$ cat src/rtl/wb_stage_pipe.sv
// Registered write-back stage: MEM/WB pipeline register, load alignment and extension,
// result selection and register-file write port, with variable-latency load data.
module wb_stage_pipe #(
  parameter int unsigned DATA_W      = 32,
  parameter int unsigned REG_AW      = 5,
  parameter int unsigned LINK_OFFSET = 8,
  parameter int unsigned TIMEOUT     = 15
) (
  input  logic              clk,
  input  logic              reset,
  input  logic              mem_valid,
  output logic              mem_ready,
  input  logic              mem_regwrite,
  input  logic              mem_memtoreg,
  input  logic              mem_link,
  input  logic [REG_AW-1:0] mem_rd,
  input  logic [1:0]        mem_size,
  input  logic              mem_signed,
  input  logic [2:0]        mem_addr_lo,
  input  logic [DATA_W-1:0] mem_alu,
  input  logic [DATA_W-1:0] mem_pc,
  input  logic [DATA_W-1:0] dmem_rdata,
  input  logic              dmem_rvalid,
  input  logic              flush,
  output logic              wb_we,
  output logic [REG_AW-1:0] wb_waddr,
  output logic [DATA_W-1:0] wb_wdata,
  output logic              wb_err,
  output logic              fwd_valid,
  output logic [REG_AW-1:0] fwd_rd,
  output logic [DATA_W-1:0] fwd_data
);

  localparam logic [1:0] StEmpty    = 2'd0;
  localparam logic [1:0] StLoadWait = 2'd1;
  localparam logic [1:0] StReady    = 2'd2;

  localparam int unsigned CntW = (TIMEOUT > 0) ? $clog2(TIMEOUT + 1) : 1;
  // At DATA_W=32 the byte offset only spans one 4-byte word.
  localparam logic [2:0] OffMask = (DATA_W == 32) ? 3'b011 : 3'b111;

  logic [1:0]        state_q, state_d;
  logic [CntW-1:0]   cnt_q, cnt_d;
  logic              err_q, err_d;
  logic [DATA_W-1:0] rdata_q;
  logic              rdata_we;

  logic              regwrite_q;
  logic              memtoreg_q;
  logic              link_q;
  logic [REG_AW-1:0] rd_q;
  logic [1:0]        size_q;
  logic              signed_q;
  logic [2:0]        off_q;
  logic [DATA_W-1:0] alu_q;
  logic [DATA_W-1:0] pc_q;

  logic accept;
  logic in_load;

  assign mem_ready = (state_q != StLoadWait);
  assign accept    = mem_valid & mem_ready & ~flush;
  assign in_load   = mem_memtoreg & ~mem_link;

  always_comb begin
    state_d  = state_q;
    cnt_d    = cnt_q;
    err_d    = 1'b0;
    rdata_we = 1'b0;
    if (flush) begin
      state_d = StEmpty;
      cnt_d   = '0;
    end else begin
      case (state_q)
        StLoadWait: begin
          if (dmem_rvalid) begin
            rdata_we = 1'b1;
            cnt_d    = '0;
            state_d  = StReady;
          end else begin
            cnt_d = cnt_q + CntW'(1);
            if ((TIMEOUT != 0) && (cnt_d == CntW'(TIMEOUT))) begin
              state_d = StEmpty;
              cnt_d   = '0;
              err_d   = 1'b1;
            end
          end
        end
        default: begin
          if (accept) begin
            cnt_d = '0;
            if (in_load && !dmem_rvalid) begin
              state_d = StLoadWait;
            end else begin
              state_d  = StReady;
              rdata_we = in_load;
            end
          end else begin
            state_d = StEmpty;
          end
        end
      endcase
    end
  end

  always_ff @(posedge clk or posedge reset) begin
    if (reset) begin
      state_q    <= StEmpty;
      cnt_q      <= '0;
      err_q      <= 1'b0;
      rdata_q    <= '0;
      regwrite_q <= 1'b0;
      memtoreg_q <= 1'b0;
      link_q     <= 1'b0;
      rd_q       <= '0;
      size_q     <= 2'b00;
      signed_q   <= 1'b0;
      off_q      <= 3'b000;
      alu_q      <= '0;
      pc_q       <= '0;
    end else begin
      state_q <= state_d;
      cnt_q   <= cnt_d;
      err_q   <= err_d;
      if (rdata_we) begin
        rdata_q <= dmem_rdata;
      end
      if (accept) begin
        regwrite_q <= mem_regwrite;
        memtoreg_q <= mem_memtoreg;
        link_q     <= mem_link;
        rd_q       <= mem_rd;
        size_q     <= mem_size;
        signed_q   <= mem_signed;
        off_q      <= mem_addr_lo;
        alu_q      <= mem_alu;
        pc_q       <= mem_pc;
      end
    end
  end

  // Load formatting: shift the addressed lane down to bit 0, then extend.
  logic [2:0]        off;
  logic [1:0]        size_eff;
  logic [DATA_W-1:0] shifted;
  logic [DATA_W-1:0] load_val;
  logic              misalign_raw;
  logic              sbit;

  always_comb begin
    off          = off_q & OffMask;
    size_eff     = ((DATA_W == 32) && (size_q == 2'b11)) ? 2'b10 : size_q;
    shifted      = rdata_q >> {off, 3'b000};
    load_val     = shifted;
    misalign_raw = 1'b0;
    sbit         = 1'b0;
    case (size_eff)
      2'b00: begin
        sbit           = signed_q & shifted[7];
        load_val       = {DATA_W{sbit}};
        load_val[7:0]  = shifted[7:0];
      end
      2'b01: begin
        sbit           = signed_q & shifted[15];
        load_val       = {DATA_W{sbit}};
        load_val[15:0] = shifted[15:0];
        misalign_raw   = off[0];
      end
      2'b10: begin
        sbit           = signed_q & shifted[31];
        load_val       = {DATA_W{sbit}};
        load_val[31:0] = shifted[31:0];
        misalign_raw   = (off[1:0] != 2'b00);
      end
      default: begin
        load_val     = shifted;
        misalign_raw = (off != 3'b000);
      end
    endcase
  end

  logic              in_ready;
  logic              misalign;
  logic [DATA_W-1:0] result;

  always_comb begin
    in_ready = (state_q == StReady);
    misalign = memtoreg_q & ~link_q & misalign_raw;
    if (link_q) begin
      result = pc_q + DATA_W'(LINK_OFFSET);
    end else if (memtoreg_q) begin
      result = load_val;
    end else begin
      result = alu_q;
    end
  end

  assign wb_we     = in_ready & regwrite_q & (rd_q != '0) & ~misalign;
  assign wb_waddr  = rd_q;
  assign wb_wdata  = result;
  assign wb_err    = err_q | (in_ready & misalign);
  assign fwd_valid = wb_we;
  assign fwd_rd    = wb_waddr;
  assign fwd_data  = wb_wdata;

endmodule

$ cat config.mk
export PLATFORM = sky130hd
export DESIGN_NAME = wb_stage_pipe
export DESIGN_NICKNAME = d
export VERILOG_FILES = /design/src/rtl/wb_stage_pipe.sv
export SDC_FILE = /design/constraint.sdc
export NUM_CORES = 1
export LEC_CHECK = 0
export CAP_MARGIN = 15
export CORE_MARGIN = 1.5
export CORE_UTILIZATION = 53
export CTS_BUF_LIST = sky130_fd_sc_hd__clkbuf_2 sky130_fd_sc_hd__clkbuf_4 sky130_fd_sc_hd__clkbuf_8
export CTS_CLUSTER_SIZE = 20
export DETAILED_ROUTE_END_ITERATION = 8
export PLACE_DENSITY = 0.87
export SLEW_MARGIN = 20
export SYNTH_ARGS = -nofsm -noshare
export SYNTH_HDL_FRONTEND = slang
export SYNTH_SLANG_ARGS = --single-unit
$ cat constraint.sdc
create_clock -name clk -period 10.4 [get_ports clk]
set_input_delay 2.08 -clock clk [delete_from_list [all_inputs] [get_ports clk]]
set_output_delay 2.08 -clock clk [all_outputs]
set_load 0.005 [all_outputs]
---- Yosys cells after proc, flatten, opt, wreduce, memory -nomap -nowiden ----
Index checks and enable logic that the tools add are counted.
Widths: inputs -> output; s select.
word-level totals
  bits in registers ....................... 116
  ROM bits ................................ 0
  memories ................................ 0
  latch bits .............................. 0
  input port bits ......................... 115
  logic and storage cells ................. 72
  memory bits (writable) .................. 0
  output and inout bits ................... 78
operators by class
  divide/modulo/power cells ............... 0
  $mul .................................... 0
  bitwise operators ....................... 16
  multiplexer cells ....................... 25
  add/sub/neg operators ................... 2
  equal/unequal tests ..................... 8
  reductions and logical operators ........ 7
  shift operators ......................... 1
  magnitude comparators ................... 0
operators with widths
  cell                   number
  $mux 32                2
  $pmux 32 s2            1
  $add 32x4->32 const B  1
  $shr 32x5->32          1
  $mux 4                 5
  $mux 2                 7
  $and 1x1->1            11
  $mux 1                 9
  $eq 2x2->1 const B     3
  $reduce_bool 3->1      2
  $reduce_bool 5->1      1
  $add 4x1->4 const B    1
  $eq 2x1->1 const B     2
  $eq 4x4->1 const B     1
  $ne 4x4->1 const B     1
  $not 1->1              4
  $pmux 1 s3             1
  $logic_not 2->1        1
  $ne 2x1->1 const B     1
  $reduce_bool 2->1      1
  $logic_and 1x1->1      1
  $logic_not 1->1        1
  $or 1x1->1             1

---- Logic depth before layout (Yosys ltp) ----
Gate-level depths: netlist of the first run.
  depth in word-level cells ............... 7
  depth in mapped cells ................... 8
  mapped depth without buffers ............ 7

---- Worst setup path before layout of the first run ----
Ideal clock, no wire load.
  path kind ............................... reg-to-output
  from .................................... reg pc_q[12]
  to ...................................... out wb_wdata[24]
  buffers on the path ..................... 2
  slack ................................... 6363 ps
  cell stages (with the launch flop) ...... 8
  arrival time ............................ 1957 ps
  data required time ...................... 8320 ps
  path through ............................ dfrtp_1 and4_1 or4b_1 buf_2 nor4_1 xnor2_1 a22oi_1 buf_4
on the way
  cells in the longest elaborated chain, start to end .. 2
RTL lines
  element                 RTL line  text
  start, declared         56        logic [DATA_W-1:0] pc_q;
  start signal, assigned  137       pc_q <= mem_pc;
  $add 32x4->32           190       result = pc_q + DATA_W'(LINK_OFFSET);
  $mux 32                 189       if (link_q) begin
  end, declared           27        output logic [DATA_W-1:0] wb_wdata,
No other way between the ends.

---- Final worst setup path of the first run ----
  from .................................... reg memtoreg_q
  to ...................................... out fwd_data[25]
on the way
  cells in the longest elaborated chain, start to end .. 2
RTL lines
  element                 RTL line  text
  start, declared         49        logic memtoreg_q;
  start signal, assigned  130       memtoreg_q <= mem_memtoreg;
  $mux 32                 191       end else if (memtoreg_q) begin
  $mux 32                 189
  end, declared           31        output logic [DATA_W-1:0] fwd_data
No other way between the ends.

==> flow_summary.json, run 1 <==
{
  "status": "finished, final reports clean",
  "io_pins": 193,
  "ys_ff_latch": 116,
  "synthTopCellsByCount": "dfrtp_1 (116), mux2_2 (114), o21ai_0 (39), buf_4 (38), nand2_1 (32)",
  "relSlewSlack_pct": 32.0,
  "cts-root-buf": "clkbuf_8",
  "post-dp-hpwl_um": 13400,
  "cts_tree": "done",
  "hold_buffers": 0,
  "clock_path_buffers": 2,
  "p_seq_share_pct": 39.5,
  "synthTopCellsByArea": "dfrtp_1 (45%), mux2_2 (20%), buf_4 (4.4%)",
  "postSynth.asyncResetShare_pct": 100,
  "syn_to_final_growth_pct": 33.2,
  "grt_overflow": 0,
  "grt_pass1_wl_um": 28000,
  "synth_most_common_cell": "dfrtp_1",
  "path_clk_slew_ns": 0.07,
  "clk_latency_ns": 0.45,
  "place_inst": 867,
  "reg2reg_depth": 4,
  "yosys_warnings": 0,
  "peakVddDrop_uv": 102,
  "vias_per_cell": 6.11,
  "wl_um": 18300,
  "swShare_pct": 30.5,
  "dr.pass1.iters": 6,
  "antenna_found_initial": 0,
  "clock-sinks": 116,
  "syn-num-nets": 714,
  "max_cap_violations": 0,
  "critical_path_arrival_ns": 3.82,
  "dp_slack_ns": 5.05,
  "fmax_mhz": 170,
  "drive_above_1_share_pct": 20.7,
  "slew_viol_final": 0,
  "die_w_um": 114,
  "required_ns": 8.32,
  "path_depth": 6,
  "rsz0062_at_grt": "false",
  "initial_core_util_pct": 54.2,
  "finalCritPeriodShare_pct": 56.7,
  "final_cell_area_um2": 8640,
  "syn_inst": 596,
  "setup_tns_ns": 0,
  "hold_depth": 1,
  "routed-via-count": 5489,
  "crit_path_start_kind": "register",
  "io_buffers": 191,
  "worstPathCellList": "inv_1 -> nor3_1 -> a221o_1 -> o21ai_0 -> o21ai_0 -> clkdlybuf4s50_1",
  "rows": 40,
  "grt_util_all_layers_pct": 28.7,
  "ys.flop_type": "dfrtp_1",
  "fin_crit_ns": 5.90,
  "power_density_nw_per_um2": 183,
  "avgSynthCellArea_um2": 10.9,
  "ant_nets": 0,
  "worst_slack_ns": 4.50,
  "whs_ns": 0.504,
  "tightest_slew_ns": 1.02,
  "cts_made_buffers": 17,
  "dieHeight_um": 114,
  "nFillCells": 844,
  "switching_power_uw": 482,
  "p_leak_nw": 3.43,
  "slowest_delay_ns": 0.86,
  "ys_types": 48,
  "htreeDepth": 4,
  "nets": 857,
  "post_cts_resized": 0,
  "synth.top_cell.area_share_pct": 44.7,
  "p_int_mw": 1.10,
  "critPathTopFamily": "buffers and inverters",
  "synth_edf_count": 0,
  "worstPathMaxFanout": 21,
  "crit_type": "reg2out",
  "synth_top_cell_by_area": "dfrtp_1",
  "final_cells": 899,
  "antenna_cells": 0,
  "combPwrFrac_pct": 32.3,
  "hold_class": "reg2reg",
  "slowest_stage": "dfrtp_1",
  "wire_per_inst_um": 20.3,
  "drc": 0,
  "dieArea_um2": 12900,
  "hold_viol": 0,
  "cts_setup_buffers": 0,
  "worst-path-buf-inv": 2,
  "cp-end-kind": "primary output",
  "synth_seq_area_share_pct": 44.7,
  "gp_congestion": 1.09,
  "fin_worst_skew_ns": 0.0102,
  "syn_area_um2": 6490,
  "coreArea_um2": 12000,
  "drt_iter0_drc": 483,
  "power_frac_clock_pct": 28.2,
  "grt_pass1_vias": 5465,
  "finalSetupViolations": 0,
  "crit_top_cell": "o21ai_0",
  "grt_max_degree": 80,
  "placed_area_um2": 8210
}
## cells in the final DEF (no fill, tap or decap), types with 4 or more instances in the layout
cell,netlist,final
nand2_1,32,31
o21ai_0,39,39
mux2_2,114,114
nand4_1,6,6
a211oi_1,8,8
clkdlybuf4s50_1,0,191
xnor2_1,15,15
xor2_1,10,10
buf_4,38,4
clkbuf_8,0,21
clkinv_2,0,4
nand3_1,16,16
dfrtp_1,116,115
o211ai_1,8,8
a21oi_1,25,25
nor4_1,6,6
mux2i_1,16,16
and4_1,5,5
a22oi_1,10,10
nor2_1,15,15
a221oi_1,10,10
inv_1,11,10
nor2b_1,13,13
nor3_1,9,9
## sequential cells by signal (all words and copies together), names as in the netlist
name / cells
fwd_rd: 5
pc_q: 32
err_q: 1
cnt_q: 4
alu_q: 32
rdata_q: 32
memtoreg_q: 1
state_q: 2
off_q: 2
link_q: 1
regwrite_q: 1
size_q: 2
signed_q: 1
## worst paths after layout
| kind | to | slack [ns] | startpoint |
|---|---|---|---|
| worst min register to register | rdata_q[0] | 0.50 | rdata_q[0] |
| min in group asynchronous | fwd_rd[4] | 2.11 | reset |
| worst min-delay path | rdata_q[0] | 0.50 | rdata_q[0] |
| worst max register to register | alu_q[9] | 8.27 | state_q[1] |
| max in group asynchronous | off_q[1] | 7.05 | reset |
| worst max-delay path | fwd_data[25] | 4.50 | memtoreg_q |
## stage by stage
step                      util, %  total power [mW]
after floorplan                 -             0.900
after global placement       68.7              1.12
after detailed placement     68.7              1.13
final                        72.2              1.58
after CTS                    72.2              1.58
after global routing         72.2              1.65
## power groups by stage
stage / clock network [mW] / logic, mW / registers, mW
floorplan: 0 / 0.312 / 0.588
global placement: 0 / 0.493 / 0.624
detailed placement: 0 / 0.506 / 0.629
CTS: 0.453 / 0.510 / 0.622
global route: 0.475 / 0.544 / 0.636
finish: 0.446 / 0.510 / 0.625
## routing by layer
layer  track usage [%]  part of all wire, %
met1              34.6                   37
met5                 0                    0
met2              47.6                   50
met3              9.51                   10
met4              11.3                  3.0
## kinds of logic (layout without fill, tap and decap cells)
kind of cell | Yosys count | in the layout | share of synthesized area (%)
xor gates and xnor gates | 25 | 25 | 3.37
AOI/OAI and AO/OA | 122 | 122 | 12.1
DFF | 116 | 116 | 44.7
and+or+nand+nor | 117 | 117 | 9.55
adders and majority gates | 3 | 3 | 0.579
buffers and inverters | 82 | 238 | 7.08
muxes | 131 | 131 | 22.6
## area by class of cell
cell class	count	area, um2	area share (%)
Multi-Input combinational cell	398	3140	36.3
Sequential cell	116	2900	33.6
Tap cell	147	184	2.13
Inverter	11	43.8	0.507
Clock buffer	23	304	3.52
Timing Repair Buffer	195	1940	22.5
Clock inverter	9	125	1.45
Note: power is estimated with default switching activity, not from simulation.
==> run 2, diff against run 1 <==
--- a/config.mk
+++ b/config.mk
@@ -7,11 +7,11 @@
 export LEC_CHECK = 0
 export CAP_MARGIN = 15
 export CORE_MARGIN = 1.5
-export CORE_UTILIZATION = 53
+export CORE_UTILIZATION = 44
 export CTS_BUF_LIST = sky130_fd_sc_hd__clkbuf_2 sky130_fd_sc_hd__clkbuf_4 sky130_fd_sc_hd__clkbuf_8
 export CTS_CLUSTER_SIZE = 20
 export DETAILED_ROUTE_END_ITERATION = 8
-export PLACE_DENSITY = 0.87
+export PLACE_DENSITY = 0.77
 export SLEW_MARGIN = 20
 export SYNTH_ARGS = -nofsm -noshare
 export SYNTH_HDL_FRONTEND = slang
==> constraint.sdc (replaced) <==
create_clock -name clk -period 4.9 [get_ports clk]
set_input_delay 0.98 -clock clk [delete_from_list [all_inputs] [get_ports clk]]
set_output_delay 0.98 -clock clk [all_outputs]
set_load 0.005 [all_outputs]
==> flow_summary.json, run 2 (synthesis gave the netlist of run 1 again) <==
{
  "status": "finished, final reports clean",
  "relSlewSlack_pct": 30.1,
  "gp_congestion": 0.974,
  "path_clk_slew_ns": 0.06,
  "dieArea_um2": 15500,
  "finalCritPeriodShare_pct": 90.2,
  "worst_slack_ns": 0.483,
  "mostFrequentLayoutCells": "clkdlybuf4s50_1 (191), dfrtp_1 (116), mux2_2 (114)",
  "post_cts_resized": 0,
  "dp_slack_ns": 1.02,
  "cts_tree": "done",
  "max_cap_violations": 0,
  "fin_worst_skew_ns": 0.00696,
  "power_density_nw_per_um2": 376,
  "reg_top3": "alu_q: 32 flops, pc_q: 32 flops, rdata_q: 32 flops",
  "fin_crit_ns": 4.42,
  "wl_um": 18300,
  "cts_made_buffers": 17,
  "reg2reg_from": "state_q[1]",
  "slew_viol_final": 0,
  "crit_path_start_kind": "register",
  "hold_buffers": 0,
  "peakVddDrop_uv": 163,
  "hold_class": "reg2reg",
  "dr.pass1.iters": 5,
  "final_cells": 939,
  "initial_core_util_pct": 44.8,
  "ant_nets": 0,
  "reg2reg_depth": 4,
  "vias_per_cell": 5.72,
  "finalSetupViolations": 0,
  "routed-via-count": 5372,
  "syn_to_final_growth_pct": 33.7,
  "reg2reg_slack_ns": 2.75,
  "antenna_found_initial": 0,
  "coreArea_um2": 14500,
  "drive_above_1_share_pct": 20.9,
  "post-dp-hpwl_um": 13800,
  "grt_pass1_wl_um": 29100,
  "drc": 0,
  "cp-end-kind": "primary output",
  "die_w_um": 124,
  "cts-root-buf": "clkbuf_8",
  "clock_path_buffers": 2,
  "htreeDepth": 4,
  "hold_viol": 0,
  "dieHeight_um": 124,
  "place_inst": 908,
  "cts_setup_buffers": 0,
  "critical_path_arrival_ns": 3.44,
  "grt_max_degree": 80,
  "drt_iter0_drc": 478,
  "nFillCells": 1221,
  "clk_latency_ns": 0.45,
  "crit_type": "reg2out",
  "tightest_slew_ns": 1.05,
  "fmax_mhz": 226,
  "setup_tns_ns": 0,
  "cp-startpoint": "pc_q[3]",
  "required_ns": 3.92,
  "grt_pass1_vias": 5384,
  "p_leak_nw": 3.44,
  "endpoint": "wb_wdata[31]",
  "io_buffers": 191,
  "clock-sinks": 116,
  "antenna_cells": 0,
  "rsz0062_at_grt": "false",
  "mostFrequentLayoutCell": "clkdlybuf4s50_1",
  "nets": 861,
  "postLayoutCoreUtil_pct": 59.9,
  "grt_overflow": 0,
  "grt_util_all_layers_pct": 24.2,
  "wire_per_inst_um": 19.4,
  "rows": 44,
  "io_pins": 193,
  "worstPathMaxFanout": 5,
  "r2r_end": "pc_q[16]"
}
-- run 2: cell count changes in the layout (fill, tap and decap cells not counted) --
cell / change
clkinv_2: -1
dfrtp_1: +1
buf_4: +4
dfrtp_2: -1
clkbuf_8: +1
clkinvlp_4: -2
clkbuf_4: +3
bufinv_16: -2
-- run 2: power by group --
group	leakage (nW)	internal (mW)	total, mW	switching [mW]
registers	1.39	1.13	1.31	0.178
clock network	0.207	0.491	0.847	0.356
logic	1.84	0.646	1.11	0.459
total	3.44	2.27	3.26	0.994
-- run 2: layout make-up --
cell class                 instances  area (um2)  share of cell area, %
inverter                          11        43.8                  0.505
clock buffer                      27         340                   3.92
multi-input combinational        398        3140                   36.2
sequential                       116        2900                   33.5
tap                              184         230                   2.65
timing repair buffer             199        1970                   22.7
clock inverter                     4        45.0                  0.519
-- run 2: metal layers --
| metal | track usage (%) | vias to the layer above | routed length, um |
|---|---|---|---|
| li1 | - | 2448 | - |
| met1 | 30.6 | 2569 | 7430 |
| met2 | 38.8 | 306 | 8600 |
| met3 | 7.22 | 49 | 1650 |
| met4 | 10.0 | 0 | 572 |
| met5 | 0 | - | 0 |
-- run 2: worst min path at each step --
| stage | from | end | slack [ns] | cells past startpoint |
|---|---|---|---|---|
| floorplan | alu_q[3] | alu_q[3] | 0.47 | 1 |
| global placement | rdata_q[1] | rdata_q[1] | 0.49 | 1 |
| detailed placement | rdata_q[1] | rdata_q[1] | 0.49 | 1 |
| CTS | rdata_q[1] | rdata_q[1] | 0.51 | 1 |
| global route | alu_q[4] | alu_q[4] | 0.52 | 1 |
| finish | alu_q[30] | alu_q[30] | 0.50 | 1 |
-- run 2: through the flow --
| step | hold slack (ns) | cell area [um2] | power [mW] |
|---|---|---|---|
| global route | 0.522 | 8670 | 3.43 |
| floorplan | 0.471 | 6490 | 1.91 |
| CTS | 0.506 | 8670 | 3.28 |
| finish | 0.505 | 8670 | 3.26 |
| global placement | 0.487 | 8290 | 2.39 |
| detailed placement | 0.491 | 8290 | 2.42 |
-- run 2: critical path: stages (launching register included) --
cell	delay, ns
dfrtp_1	0.43
ha_1	0.25
nand4_1	0.30
nor4_1	0.68
nor4bb_1	0.44
xnor2_1	0.10
o22ai_1	0.23
clkdlybuf4s50_1	0.56
==> run 3, diff against run 2 <==
--- a/config.mk
+++ b/config.mk
@@ -5,13 +5,14 @@
 export SDC_FILE = /design/constraint.sdc
 export NUM_CORES = 1
 export LEC_CHECK = 0
+export ABC_AREA = 1
 export CAP_MARGIN = 15
 export CORE_MARGIN = 1.5
-export CORE_UTILIZATION = 44
+export CORE_UTILIZATION = 45
 export CTS_BUF_LIST = sky130_fd_sc_hd__clkbuf_2 sky130_fd_sc_hd__clkbuf_4 sky130_fd_sc_hd__clkbuf_8
 export CTS_CLUSTER_SIZE = 20
 export DETAILED_ROUTE_END_ITERATION = 8
-export PLACE_DENSITY = 0.77
+export PLACE_DENSITY = 0.78
 export SLEW_MARGIN = 20
 export SYNTH_ARGS = -nofsm -noshare
 export SYNTH_HDL_FRONTEND = slang
==> flow_summary.json, run 3 <==
{
  "coreArea_um2": 15200,
  "initial_core_util_pct": 46.2,
  "tightest_slew_ns": 0.959,
  "rows": 45,
  "ys_types": 34,
  "cp-startpoint": "off_q[1]",
  "slew_viol_final": 0,
  "grt_pass1_vias": 6679,
  "clock-sinks": 116,
  "synth_top_cell_by_area": "dfrtp_1",
  "wire_per_inst_um": 16.1,
  "synthTopCellsByCount": "nand2_1 (456), dfrtp_1 (116), nor2_1 (103), nand3_1 (67), o21ai_0 (65)",
  "htreeDepth": 4,
  "rsz0062_at_grt": "false",
  "io_pins": 193,
  "peakVddDrop_uv": 183,
  "drc": 0,
  "cts-root-buf": "clkbuf_8",
  "routed-via-count": 7056,
  "power_density_nw_per_um2": 362,
  "clock_path_buffers": 2,
  "fin_worst_skew_ns": 0.00972,
  "max_cap_violations": 0,
  "hold_class": "reg2reg",
  "clk_latency_ns": 0.46,
  "crit_type": "reg2out",
  "drt_iter0_drc": 534,
  "status": "finished, final reports clean",
  "cp-end-kind": "primary output",
  "grt_overflow": 0,
  "synth_edf_count": 0,
  "mostFrequentLayoutCell": "nand2_1",
  "ys.flop_type": "dfrtp_1",
  "grt_max_degree": 76,
  "io_buffers": 191,
  "wl_um": 22200,
  "place_inst": 1342,
  "syn_area_um2": 7020,
  "nets": 1291,
  "syn_inst": 1039,
  "hold_viol": 0,
  "grt_pass1_wl_um": 34800,
  "synth_seq_area_share_pct": 41.3,
  "relSlewSlack_pct": 36.1,
  "dieHeight_um": 128,
  "postSynth.asyncResetShare_pct": 100,
  "final_cells": 1374,
  "ant_nets": 0,
  "yosys_warnings": 0,
  "dr.pass1.iters": 5,
  "critical_path_arrival_ns": 2.94,
  "fmax_mhz": 255,
  "syn_to_final_growth_pct": 30.4,
  "gp_congestion": 0.973,
  "setup_tns_ns": 0,
  "synth_most_common_cell": "nand2_1",
  "fin_crit_ns": 3.92,
  "crit_path_start_kind": "register",
  "finalCritPeriodShare_pct": 79.9,
  "die_w_um": 128,
  "cts_made_buffers": 17,
  "cts_tree": "done",
  "ys_ff_latch": 116,
  "synthTopCellsByArea": "dfrtp_1 (41%), nand2_1 (24%), nor2_1 (5.5%)",
  "post_cts_resized": 0,
  "finalSetupViolations": 0,
  "cts_setup_buffers": 0,
  "syn-num-nets": 1157,
  "reg_top3": "alu_q: 32 flops, pc_q: 32 flops, rdata_q: 32 flops",
  "reg2reg_from": "state_q[0]",
  "antenna_cells": 0,
  "dieArea_um2": 16400,
  "p_leak_nw": 4.37,
  "hold_buffers": 0,
  "path_clk_slew_ns": 0.07,
  "nFillCells": 1450,
  "synth.top_cell.area_share_pct": 41.3,
  "worstPathMaxFanout": 18,
  "post-dp-hpwl_um": 16600,
  "antenna_found_initial": 0,
  "grt_util_all_layers_pct": 27.9,
  "hp-start": "alu_q[17]",
  "required_ns": 3.92,
  "drive_above_1_share_pct": 5.06,
  "vias_per_cell": 5.14,
  "mostFrequentLayoutCells": "nand2_1 (456), clkdlybuf4s50_1 (191), dfrtp_1 (116)",
  "avgSynthCellArea_um2": 6.76
}
[run 3: cell types whose count changed after synthesis, sizes merged, moves of 16 or more]
cell and change:
inv +47, nand2 +429, o21ai +27, nor2 +92
mux2 -114, mux2i -16, nand3 +54
[run 3: cells by family (layout without fill, tap and decap cells)]
family | count (synthesis) | count (layout) | synth area share [%]
AO/OA/AOI/OAI | 112 | 112 | 8.54
buffers and inverters | 144 | 291 | 10.6
adder cells (fa/ha/maj) | 3 | 3 | 0.535
flip-flops | 116 | 116 | 41.3
AND/OR/NAND/NOR | 657 | 657 | 38.1
XOR/XNOR | 7 | 7 | 0.873
[run 3: area by class of cell]
cell class | instances | area [um2] | area share (%)
Clock buffer | 20 | 263 | 2.87
Tap cell | 188 | 235 | 2.57
Timing Repair Buffer | 199 | 1970 | 21.5
Sequential cell | 116 | 2900 | 31.7
Clock inverter | 12 | 180 | 1.97
Inverter | 60 | 228 | 2.49
Multi-Input combinational cell | 779 | 3370 | 36.9
[run 3: final timing paths]
path                       slack, ns            to  cells past startpoint
max                             0.98  fwd_data[17]                      9
min in group asynchronous       1.08      pc_q[26]                      2
max in group asynchronous       2.95    rdata_q[6]                      3
min                             0.47     alu_q[17]                      2
min reg2reg                     0.47     alu_q[17]                      2
max reg2reg                     2.87   rdata_q[13]                      8
[run 3: metrics by stage]
stage | utilization [%] | instance area [um2] | setup slack, ns | hold slack [ns] | power, mW
final | 60.2 | 9160 | 0.983 | 0.474 | 3.31
after CTS | 60.2 | 9160 | 1.02 | 0.478 | 3.32
after global routing | 60.2 | 9160 | 0.665 | 0.495 | 3.50
after detailed placement | 57.3 | 8710 | 1.52 | 0.459 | 2.32
after global placement | 57.3 | 8710 | 1.51 | 0.455 | 2.31
after floorplan | - | 7020 | 0.848 | 0.442 | 1.84
[run 3: critical path: stages (launching register included)]
cell             delay [ns]
dfrtp_1                0.58
inv_2                  0.23
nor2_1                 0.20
nand2_1                0.08
o21ai_2                0.08
nand2_1                0.34
nand3_1                0.17
nand2_1                0.06
nand2_1                0.14
clkdlybuf4s50_1        0.59
[run 3: per-layer routing]
layer	vias to the layer above	part of all wire, %	global-route usage, %
met5	-	0	0
met4	0	3.6	12.2
met3	54	5.6	4.97
met2	249	49	46.7
met1	3254	42	35.6
li1	3499	-	-
[run 3: report_power, final]
part / internal [mW] / leakage, nW / switching [mW]
clock network: 0.579 / 0.220 / 0.418
logic: 0.512 / 2.69 / 0.554
registers: 1.11 / 1.45 / 0.140
